--- config.mk ---
export PLATFORM = sky130hd
export DESIGN_NAME = intr_ctrl
export DESIGN_NICKNAME = d
export VERILOG_FILES = /design/src/rtl/intr_ctrl.sv
export SDC_FILE = /design/constraint.sdc
export NUM_CORES = 1
export LEC_CHECK = 0
export ABC_AREA = 1
export CAP_MARGIN = 10
export CORE_UTILIZATION = 46
export DETAILED_ROUTE_END_ITERATION = 8
export GPL_TIMING_DRIVEN = 0
export PLACE_DENSITY = 0.78
export SLEW_MARGIN = 20
export SYNTH_ARGS = -nofsm -noshare
export SYNTH_HDL_FRONTEND = slang
export SYNTH_SLANG_ARGS = --single-unit
export TNS_END_PERCENT = 30
--- constraint.sdc ---
create_clock -name clk -period 1.95 [get_ports clk]
set_input_delay 0.39 -clock clk [delete_from_list [all_inputs] [get_ports clk]]
set_output_delay 0.39 -clock clk [all_outputs]
set_load 0.02 [all_outputs]
--- src/rtl/intr_ctrl.sv ---
// Interrupt controller: synchronises two external pins, generates periodic timer ticks,
// and presents one masked, prioritised request at a time, blocking nesting until reti.
module intr_ctrl #(
  parameter int                  PC_WIDTH    = 10,
  parameter int                  TIMER_WIDTH = 16,
  parameter logic [PC_WIDTH-1:0] VEC_INTR1   = 10'h3F0,
  parameter logic [PC_WIDTH-1:0] VEC_INTR2   = 10'h3F4,
  parameter logic [PC_WIDTH-1:0] VEC_TIMER   = 10'h3F8
) (
  input  logic                   clk,
  input  logic                   reset,
  input  logic                   intr1,
  input  logic                   intr2,
  input  logic                   timer_e,
  input  logic [TIMER_WIDTH-1:0] timer_period,
  input  logic                   mask_we,
  input  logic [2:0]             mask_in,
  input  logic                   int_ack,
  input  logic                   reti,
  output logic                   int_req,
  output logic [PC_WIDTH-1:0]    int_vector,
  output logic [1:0]             int_id,
  output logic [2:0]             pending,
  output logic                   in_service
);

  typedef enum logic [1:0] {
    IDLE    = 2'd0,
    REQ     = 2'd1,
    SERVICE = 2'd2
  } state_t;

  localparam logic [TIMER_WIDTH-1:0] T_ZERO = {TIMER_WIDTH{1'b0}};
  localparam logic [TIMER_WIDTH-1:0] T_ONE  = {{(TIMER_WIDTH-1){1'b0}}, 1'b1};

  state_t                  state_r;
  logic [1:0]              sync1_r, sync2_r, sync3_r;
  logic [1:0]              edge_s;
  logic [TIMER_WIDTH-1:0]  tcnt_r;
  logic                    tick_s;
  logic [2:0]              pending_r, mask_r, active_s, set_s, clr_s;
  logic [1:0]              win_id_s;
  logic [PC_WIDTH-1:0]     win_vec_s;
  logic                    int_req_r, in_service_r;
  logic [1:0]              int_id_r;
  logic [PC_WIDTH-1:0]     int_vector_r;

  // bit0 = intr1, bit1 = intr2; sync3 is the history flop for edge detection
  assign edge_s   = sync2_r & ~sync3_r;
  assign active_s = pending_r & mask_r;
  assign set_s    = {tick_s, edge_s};

  // Pin synchronisers and history
  always_ff @(posedge clk) begin
    if (reset) begin
      sync1_r <= 2'b00;
      sync2_r <= 2'b00;
      sync3_r <= 2'b00;
    end else begin
      sync1_r <= {intr2, intr1};
      sync2_r <= sync1_r;
      sync3_r <= sync2_r;
    end
  end

  // Timer compare: a new period is only seen here, so a counter past it runs on to wrap
  always_comb begin
    tick_s = 1'b0;
    if (timer_e && (timer_period != T_ZERO) && (tcnt_r == (timer_period - T_ONE))) begin
      tick_s = 1'b1;
    end else begin
      tick_s = 1'b0;
    end
  end

  // Timer counter
  always_ff @(posedge clk) begin
    if (reset) begin
      tcnt_r <= T_ZERO;
    end else if (!timer_e || (timer_period == T_ZERO) || tick_s) begin
      tcnt_r <= T_ZERO;
    end else begin
      tcnt_r <= tcnt_r + T_ONE;
    end
  end

  // Fixed priority winner over enabled pending sources
  always_comb begin
    win_id_s  = 2'd0;
    win_vec_s = {PC_WIDTH{1'b0}};
    if (active_s[0]) begin
      win_id_s  = 2'd1;
      win_vec_s = VEC_INTR1;
    end else if (active_s[1]) begin
      win_id_s  = 2'd2;
      win_vec_s = VEC_INTR2;
    end else if (active_s[2]) begin
      win_id_s  = 2'd3;
      win_vec_s = VEC_TIMER;
    end else begin
      win_id_s  = 2'd0;
      win_vec_s = {PC_WIDTH{1'b0}};
    end
  end

  // Pending bit cleared by an accepted acknowledge of its own id
  always_comb begin
    clr_s = 3'b000;
    if ((state_r == REQ) && int_ack) begin
      case (int_id_r)
        2'd1:    clr_s = 3'b001;
        2'd2:    clr_s = 3'b010;
        2'd3:    clr_s = 3'b100;
        default: clr_s = 3'b000;
      endcase
    end else begin
      clr_s = 3'b000;
    end
  end

  // Pending and mask registers; a simultaneous set beats the clear
  always_ff @(posedge clk) begin
    if (reset) begin
      pending_r <= 3'b000;
      mask_r    <= 3'b000;
    end else begin
      pending_r <= (pending_r & ~clr_s) | set_s;
      if (mask_we) begin
        mask_r <= mask_in;
      end
    end
  end

  // Request/service FSM with registered outputs
  always_ff @(posedge clk) begin
    if (reset) begin
      state_r      <= IDLE;
      int_req_r    <= 1'b0;
      int_id_r     <= 2'd0;
      int_vector_r <= {PC_WIDTH{1'b0}};
      in_service_r <= 1'b0;
    end else begin
      case (state_r)
        IDLE: begin
          if (active_s != 3'b000) begin
            state_r      <= REQ;
            int_req_r    <= 1'b1;
            int_id_r     <= win_id_s;
            int_vector_r <= win_vec_s;
          end
        end
        REQ: begin
          if (int_ack) begin
            state_r      <= SERVICE;
            int_req_r    <= 1'b0;
            in_service_r <= 1'b1;
          end
        end
        SERVICE: begin
          if (reti) begin
            state_r      <= IDLE;
            int_id_r     <= 2'd0;
            int_vector_r <= {PC_WIDTH{1'b0}};
            in_service_r <= 1'b0;
          end
        end
        default: begin
          state_r      <= IDLE;
          int_req_r    <= 1'b0;
          int_id_r     <= 2'd0;
          int_vector_r <= {PC_WIDTH{1'b0}};
          in_service_r <= 1'b0;
        end
      endcase
    end
  end

  assign int_req    = int_req_r;
  assign int_id     = int_id_r;
  assign int_vector = int_vector_r;
  assign pending    = pending_r;
  assign in_service = in_service_r;

endmodule

==> results.json <==
{
  "synthDistinctLibCells": 31,
  "clk_transition_reported_paths_ps": 80,
  "period_minus_slack_ps": 1880,
  "synth_seq_cells": 37,
  "cp.required_ps": 1560,
  "place_area_sq_um": 2640,
  "min_path_cells": 2,
  "portBuffers": 40,
  "diodes": 0,
  "initial_core_util_pct": 48.9,
  "leakage_nw": 1.30,
  "worstSetupStartpointType": "register",
  "fin_util_pct": 65.5,
  "violations": "design-rule violations",
  "clockRootBuffer": "clkbuf_8",
  "r2r_start": "tcnt_r[0]$_SDFF_PP0_",
  "grt_pass1_wl_um": 8220,
  "ant_nets": 0,
  "syn_area_sq_um": 2170,
  "critPathKind": "register to output pin",
  "cts_sinks": 37,
  "cts_buffers": 5,
  "rsz0062_at_grt": "false",
  "num_vias": 2154,
  "core-area_sq_um": 4440,
  "cp-end-kind": "output pin",
  "worst_slack_ps": 74.8,
  "p_int_w": 0.00127,
  "final_common_cell": "nand2_1",
  "hp-start": "sync1_r[1]$_SDFF_PP0_",
  "reg2regPathDepth": 9,
  "outcome": "finished, violations left",
  "nFillCells": 379,
  "power_per_cell_area_nw_per_um2": 609,
  "die_area_sq_um": 5000,
  "fin_skew_ps": 10.1,
  "totalWireLength_um": 4820,
  "clock_latency_ps": 290,
  "boundaryPins": 44,
  "overflow": 0,
  "drt_first_iter_violations": 179,
  "crit_arrival_ps": 1490,
  "p_clk_share_pct": 31.7,
  "grt.total_usage_pct": 20.6,
  "sw_frac_of_total_pct": 28.6,
  "area_growth_pct": 33.9,
  "final_cell_mix": "nand2_1, nor2_1, inv_1",
  "min_to": "sync2_r[1]$_SDFF_PP0_",
  "routabilityCongestion": 0.828,
  "rows": 24,
  "cp_slowest_cell": "clkdlybuf4s50_1",
  "wire_per_inst_um": 10.7,
  "yosysWarningCount": 0,
  "seqPwrFrac_pct": 45.6,
  "p_comb_share_pct": 22.7,
  "antenna_found_initial": 0,
  "setup_viol": 0,
  "first_global_vias": 1910,
  "final_max_slew_viol_count": 0,
  "switching_power_w": 0.000507,
  "slowest_delay_ps": 590,
  "htreeDepth": 2,
  "avgSynthCellArea_sq_um": 6.49,
  "hold_path_class": "register to register",
  "critPathMaxFanout": 7,
  "design_area_sq_um": 2910,
  "syn_inst": 335,
  "cts_max_path_buffers": 2,
  "r2r_slack_ps": 180,
  "die-width_um": 70.7,
  "clock.fmax_mhz": 533,
  "multi_input_area_sq_um": 1260,
  "final-hold-violation-count": 0,
  "die_h_um": 70.7,
  "yosysSeqAreaShare_pct": 34.1,
  "drt-vias-per-instance": 4.80,
  "nNetsFinal": 425,
  "final_layout_size_suffix_gt1_share_pct": 17.1,
  "drc": 6,
  "detailedPlace.worstSlack_ps": -700,
  "r2r_end": "tcnt_r[14]$_SDFF_PP0_",
  "irDropWorstVdd_uv": 450,
  "finalSetupTns_ps": 0,
  "dp_hpwl_um": 3490,
  "max-cap-violations": 0,
  "cts_tree": "built",
  "drt_pass1_iterations": 6,
  "post-route-period-util_pct": 96.2,
  "regArea_sq_um": 743,
  "path_cells": "buf_4 > clkdlybuf4s50_1",
  "finalPower_w": 0.00177,
  "grt_max_degree": 13
}
-- cell type report --
class,instances,area share [%]
Clock inverter,2,0.473
Inverter,47,6.06
Tap cell,52,2.24
Clock buffer,6,2.84
Timing Repair Buffer,53,16.8
Multi-Input combinational cell,241,43.5
Sequential cell,37,25.5
Buffer,11,2.62
-- Yosys cell counts, drive strengths merged --
cell,number,area (sq um)
inv,47,176
nand3,20,100
o21ai,9,45.0
or2,1,6.26
buf,8,63.8
clkbuf,3,12.5
xnor2,6,52.6
nor3,3,20.0
dfxtp,37,741
o211ai,1,7.51
o21a,1,7.51
nor2,76,303
nor4,1,6.26
a21oi,9,45.0
a32oi,1,8.76
o21bai,2,26.3
ha,2,25.0
o32ai,1,8.76
nand2,84,318
conb,1,3.75
nand4,2,12.5
xnor3,1,22.5
xor2,15,131
nand3b,4,30.0
-- worst max-delay path by stage --
stage                                     startpoint                     to  cells after the start
final                     int_vector[8]$_SDFFE_PP0P_          int_vector[9]                      2
after global routing            tcnt_r[0]$_SDFF_PP0_  tcnt_r[14]$_SDFF_PP0_                      9
after CTS                            timer_period[1]   tcnt_r[2]$_SDFF_PP0_                     16
after detailed placement             timer_period[0]   tcnt_r[2]$_SDFF_PP0_                     16
after global placement               timer_period[0]   tcnt_r[0]$_SDFF_PP0_                     16
after floorplan                      timer_period[0]   tcnt_r[0]$_SDFF_PP0_                     15
-- cells by family after synthesis --
| logic type | share of synthesized area [%] |
|---|---|
| buffers and inverters | 11.6 |
| other | 0.173 |
| AOI/OAI and AO/OA | 6.85 |
| and+or+nand+nor | 36.6 |
| xor gates and xnor gates | 9.50 |
| DFF | 34.1 |
| adders and majority gates | 1.15 |
-- critical path, delay by kind of cell, from the launching register on --
family   cells  cell delay, ps
flops        1             450
buf+inv      2             740
-- routing by layer --
layer  track usage (%)  vias to the layer above  wire length [um]
li1                  -                     1139                 -
met1              28.0                      966              2350
met2              32.9                       41              2180
met3              3.42                        8               195
met4              7.56                        0                93
met5                 0                        -                 0
-- power groups by stage --
stage          logic, W  clock network [W]  registers [W]
2_1_floorplan  0.000204                  0       0.000838
3_3_place_gp   0.000377                  0       0.000824
3_5_place_dp   0.000382                  0       0.000826
4_1_cts        0.000396           0.000575       0.000808
5_1_grt        0.000445           0.000613       0.000813
6_report       0.000402           0.000562       0.000809
-- per-stage QoR --
stage | instances | hold slack (ps)
2_1_floorplan | 336 | 388
3_3_place_gp | 428 | 391
3_5_place_dp | 428 | 394
4_1_cts | 445 | 405
5_1_grt | 449 | 421
6_report | 449 | 403
-- flip-flops by register name, indices dropped and copies added, names as in the netlist --
| register | cells |
|---|---|
| sync3_r | 2 |
| mask_r | 3 |
| state_r | 2 |
| sync2_r | 2 |
| int_id | 2 |
| int_req | 1 |
| int_vector | 3 |
| tcnt_r | 16 |
| pending | 3 |
| sync1_r | 2 |
| in_service | 1 |
-- repair_timing --
action,4_1_cts,5_1_grt
pin swaps,15,15
buffers inserted,8,4
endpoints found under the setup margin,17,16
gates resized for setup,23,35
hold buffers,0,0
cloned,1,0
Power figures use the tool's default switching activity.
